<file path="config.mk">
export PLATFORM = sky130hd
export DESIGN_NAME = tlut_job_sequencer
export DESIGN_NICKNAME = d
export VERILOG_FILES = /design/src/rtl/tlut_job_sequencer.sv
export SDC_FILE = /design/constraint.sdc
export NUM_CORES = 1
export LEC_CHECK = 0
export CORE_AREA = 2 2 180 182
export DETAILED_ROUTE_END_ITERATION = 16
export DIE_AREA = 0 0 182 184
export SYNTH_ARGS = -nofsm -noshare
export SYNTH_HDL_FRONTEND = slang
export SYNTH_SLANG_ARGS = --single-unit
</file>
<file path="constraint.sdc">
create_clock -name clk -period 1.88 [get_ports clk]
set_input_delay 0.282 -clock clk [delete_from_list [all_inputs] [get_ports clk]]
set_output_delay 0.282 -clock clk [all_outputs]
set_load 0.02 [all_outputs]
</file>
<file path="src/rtl/tlut_job_sequencer.sv">
// Job sequencer for one simd_cell temporal-LUT multiply array.
// Streams operand pairs through fixed cell windows and returns the accumulators.
module tlut_job_sequencer #(
  parameter int DIM_A        = 9,
  parameter int DIM_C        = 9,
  parameter int INPUT_WIDTH  = 4,
  parameter int WEIGHT_WIDTH = 8,
  parameter int ACC_WIDTH    = 13,
  parameter int WINDOW       = 16,
  parameter int DRAIN_CYCLES = 2,
  parameter int PAIR_CNT_W   = 8
) (
  input  logic                          clk,
  input  logic                          rst_n,
  input  logic                          op_valid,
  output logic                          op_ready,
  input  logic                          op_last,
  input  logic [DIM_A*INPUT_WIDTH-1:0]  op_input,
  input  logic [DIM_C*WEIGHT_WIDTH-1:0] op_weight,
  output logic                          cell_clear,
  output logic                          cell_enable,
  output logic [DIM_A*INPUT_WIDTH-1:0]  cell_input_bin,
  output logic [DIM_C*WEIGHT_WIDTH-1:0] cell_weight_bin,
  input  logic [DIM_A*ACC_WIDTH-1:0]    cell_product,
  output logic                          res_valid,
  input  logic                          res_ready,
  output logic [DIM_A*ACC_WIDTH-1:0]    res_data,
  output logic [PAIR_CNT_W-1:0]         res_pairs,
  output logic                          res_sat_risk,
  output logic                          busy
);

  localparam int WCNT_W  = $clog2(WINDOW);
  localparam int DCNT_W  = $clog2(DRAIN_CYCLES + 1);
  localparam int SAT_EXP =
    ACC_WIDTH - INPUT_WIDTH - WEIGHT_WIDTH;
  localparam int SAT_LIM = 1 << SAT_EXP;

  localparam logic [WCNT_W-1:0] W_LAST =
    WCNT_W'(WINDOW - 1);
  localparam logic [WCNT_W-1:0] W_PEN =
    WCNT_W'(WINDOW - 2);
  localparam logic [DCNT_W-1:0] D_LAST =
    DCNT_W'(DRAIN_CYCLES - 1);
  localparam logic [PAIR_CNT_W-1:0] SAT_P =
    PAIR_CNT_W'(SAT_LIM);

  typedef enum logic [2:0] {
    IDLE,
    CLEAR,
    RUN,
    DRAIN,
    OUT
  } state_t;

  state_t                  state;
  logic                    job_open;
  logic                    last_q;
  logic [PAIR_CNT_W-1:0]   pair_cnt;
  logic [PAIR_CNT_W-1:0]   pair_nxt;
  logic [WCNT_W-1:0]       wcnt;
  logic [DCNT_W-1:0]       dcnt;
  logic                    accept;

  assign accept = op_valid && op_ready;
  assign busy   = (state != IDLE);

  // A fresh job restarts the count; an open job saturates.
  always_comb begin
    pair_nxt = PAIR_CNT_W'(1);
    if (job_open) begin
      if (&pair_cnt) pair_nxt = pair_cnt;
      else pair_nxt = pair_cnt + PAIR_CNT_W'(1);
    end
  end

  always_ff @(posedge clk) begin
    if (!rst_n) begin
      state           <= IDLE;
      job_open        <= 1'b0;
      last_q          <= 1'b0;
      pair_cnt        <= '0;
      wcnt            <= '0;
      dcnt            <= '0;
      op_ready        <= 1'b0;
      cell_clear      <= 1'b0;
      cell_enable     <= 1'b0;
      cell_input_bin  <= '0;
      cell_weight_bin <= '0;
      res_valid       <= 1'b0;
      res_data        <= '0;
      res_pairs       <= '0;
      res_sat_risk    <= 1'b0;
    end else begin
      unique case (state)
        IDLE: begin
          op_ready <= 1'b1;
          if (accept) begin
            cell_input_bin  <= op_input;
            cell_weight_bin <= op_weight;
            last_q          <= op_last;
            pair_cnt        <= pair_nxt;
            op_ready        <= 1'b0;
            if (job_open) begin
              state       <= RUN;
              cell_enable <= 1'b1;
              wcnt        <= '0;
            end else begin
              state      <= CLEAR;
              cell_clear <= 1'b1;
            end
          end
        end

        CLEAR: begin
          cell_clear  <= 1'b0;
          job_open    <= 1'b1;
          cell_enable <= 1'b1;
          wcnt        <= '0;
          state       <= RUN;
        end

        RUN: begin
          wcnt <= wcnt + WCNT_W'(1);
          // Open the operand port only for the window's final cycle.
          if (wcnt == W_PEN) op_ready <= !last_q;
          if (wcnt == W_LAST) begin
            wcnt     <= '0;
            op_ready <= 1'b0;
            if (last_q) begin
              state       <= DRAIN;
              cell_enable <= 1'b0;
              dcnt        <= '0;
            end else if (accept) begin
              cell_input_bin  <= op_input;
              cell_weight_bin <= op_weight;
              last_q          <= op_last;
              pair_cnt        <= pair_nxt;
            end else begin
              state       <= IDLE;
              cell_enable <= 1'b0;
              op_ready    <= 1'b1;
            end
          end
        end

        DRAIN: begin
          dcnt <= dcnt + DCNT_W'(1);
          if (dcnt == D_LAST) begin
            res_data     <= cell_product;
            res_pairs    <= pair_cnt;
            res_sat_risk <= (pair_cnt > SAT_P);
            res_valid    <= 1'b1;
            state        <= OUT;
          end
        end

        OUT: begin
          if (res_ready) begin
            res_valid <= 1'b0;
            job_open  <= 1'b0;
            op_ready  <= 1'b1;
            state     <= IDLE;
          end
        end

        default: begin
          state <= IDLE;
        end
      endcase
    end
  end

endmodule

</file>
==> run metrics <==
sequential fraction of the synthesis area=55.3%; GRT met3 Usage=7.01%; # setup viols final=0; Residual DRC=0; hold endpoint=cell_input_bin[6]; final count of hold timing violations=0; power density cells=991 mW/mm2; Die ar.=0.0335 mm2; relative slew slack=68.9%; DRT iter0 DRCs=407; startpoint types=flop; fmax=546 MHz; RSZ-0062 raised after global routing=true; maxcap violations=0; vias post-DR=9618; ratio of cells with drive above 1 in the final layout=7.06%; R2R Setup Slk=0.07 ns; Hold Startpoint=op_input[6]; EDFF count, synth=0; Initial Utilization=29.7%; Clock Latency Late Sink=0.53 ns; Syn-to-layout area delta=69.4%; Port Buffer Count=468; Synth Area per Inst=7.88 um2; Clock Sink Count=257; post-synthesis async set-or-reset flop share=0%; Overall Power=15.6 mW; # rows=65; CTS clk-pin slew, worst paths=0.06 ns; Synth area leaders=dfxtp_1, nand2_1, a21oi_1; routed len/inst=15.9 um; M1 GR Usage=21.5%; Worst Hold Class=in2reg; R2R Path End=pair_cnt[0]; DRT Pass-1 Iters=6; delay of the slowest cell on the worst path=0.38 ns; Worst path depth=3; top-count cell post-synth=nand2_1; CP bufs+invs=2; fin. max-slew vios=0; worst-margin pin slew=0.454 ns; WHS Path Cells=3; Worst Path Required=1.60 ns; Synth cell types=50; CP endpoint kind=output pin; delay-heaviest family, CP=simple AND/OR/NAND/NOR gates; DP Wirelength=23.8 mm; Most used DFF post-synth=dfxtp_1; status=finished, final reports clean; Layout Nets=1887; CP max FO=7; setup tns final=0 ns; Overflow after GRT=0; area leader, netlist=dfxtp_1; vias per cell=4.64; share of the synthesized area in the top cell type=55.3%; top cells by count, synth=nand2_1, dfxtp_1, a21oi_1; Clock Path Buffers=3; Synth Register Bits=257; Max VDD drop=0.000764 V; largest net degree at the start of global routing=79; met2 Use GR=33.2%; Core Region=0.0314 mm2; gp weighted congestion=0.796; fin crit share=97.5%; Routed WL=32.9 mm; I/O pin count=469; Leak=5.50 nW; Antenna Cells=0; Final Hold Slack=0.296 ns; PnR worst setup slack=0.0474 ns; die width=182 um; fin util=50.3%; Num CTS Buffers=29; worst slack at placement=-0.205 ns; worst r2r path cells=6; Crit Reg-Reg Startpoint=state[2]; first-pass GRT wire length=51.1 mm; GR peak layer=met2; vias in the first global route=9446; syn nets=1416; CP Cell Sequence=buf_4 -> or3_4 -> buf_6; Die Ht=184 um; Post-Syn Instances=1181; Yosys warning count=0; final antenna-violating net count=0; antenna violations before repair=0; CTS tree=yes; critical path class=reg2out; Worst Skew=0.00716 ns; Synth Cell Area=0.00931 mm2; Root Driver=clkbuf_16; Worst path slowest cell=or3_4; CP arrival=1.55 ns; Tot GR Track Use=18.8%; H-Tree Depth=1; Tmin final=1.83 ns
-- area by class of cell --
class	count	area (um2)
clock buffer	45	856
clock inverter	6	55.1
fill	2975	15600
inverter	6	27.5
multi-input combinational	830	3830
sequential	257	5150
tap	402	503
timing repair buffer	528	5350
-- state kept, by name, indices dropped and copies added, names as in the netlist, 2 cells and up --
signal,flops
cell_weight_bin,72
wcnt,4
res_pairs,8
res_data,117
cell_input_bin,36
dcnt,2
state,3
pair_cnt,8
-- cell usage in the layout (no fill, tap or decap), drive strengths merged, types with 2 or more instances in the layout --
master and n:
nand2 475, clkdlybuf4s50 461, dfxtp 257, a21oi 248, buf 61, clkbuf 45
nor2 17, o21ai 12, nand3 9, a211oi 7, inv 6, nand3b 5
clkinv 5, or3 5, ha 5, dlymetal6s2s 4, and3 4, nor2b 3
a31oi 3, nor3 3, o31ai 3, o21a 2, o22ai 2, o211a 2
nor4 2, dlygate4sd2 2, nand4bb 2, a221oi 2
-- worst register-to-register path, cell delays in order, from the launching register on --
cell	delay [ns]
dfxtp_1	0.54
nor3b_4	0.09
buf_4	0.18
a221oi_4	0.31
buf_4	0.17
nand3_1	0.16
o211a_1	0.25
-- power breakdown --
group	switching, mW	total [mW]	internal [mW]	leakage [nW]
logic	2.08	4.11	2.03	2.97
registers	0.260	6.13	5.87	2.08
clock network	2.16	5.39	3.23	0.452
total	4.50	15.6	11.1	5.50
-- worst max path at each step --
| stage | startpoint | end | slack, ns |
|---|---|---|---|
| final | state[0] | busy | 0.05 |
| after global routing | wcnt[0] | cell_input_bin[2] | -0.04 |
| after CTS | state[0] | busy | -0.01 |
| after detailed placement | op_valid | pair_cnt[4] | -0.21 |
| after global placement | op_valid | pair_cnt[3] | -0.20 |
| after floorplan | wcnt[0] | pair_cnt[3] | 0.009 |
-- layer usage --
| layer | wire length [um] | vias to the layer above |
|---|---|---|
| li1 | - | 4804 |
| met1 | 13200 | 4401 |
| met2 | 15800 | 358 |
| met3 | 3150 | 55 |
| met4 | 755 | 0 |
| met5 | 0 | - |
-- logic make-up after synthesis --
family / synth area share, %
compound gates: 16.6
buf+inv: 4.19
fa+ha+maj: 0.672
flops: 55.3
simple gates: 23.3
-- per-stage QoR --
step | std cells | area (um2)
after floorplan | 1181 | 9310
after global placement | 2022 | 14800
after detailed placement | 2022 | 14800
after CTS | 2073 | 15700
after global routing | 2074 | 15800
final | 2074 | 15800
-- what timing repair did --
action | CTS | global route
buffers inserted | 0 | 1
hold buffers | 0 | 0
pin swaps | 0 | 1
endpoints found under the setup margin | 3 | 58
resized for setup | 8 | 13
endpoints found under the hold margin | 0 | 0
(Power assumes the default switching activity.)
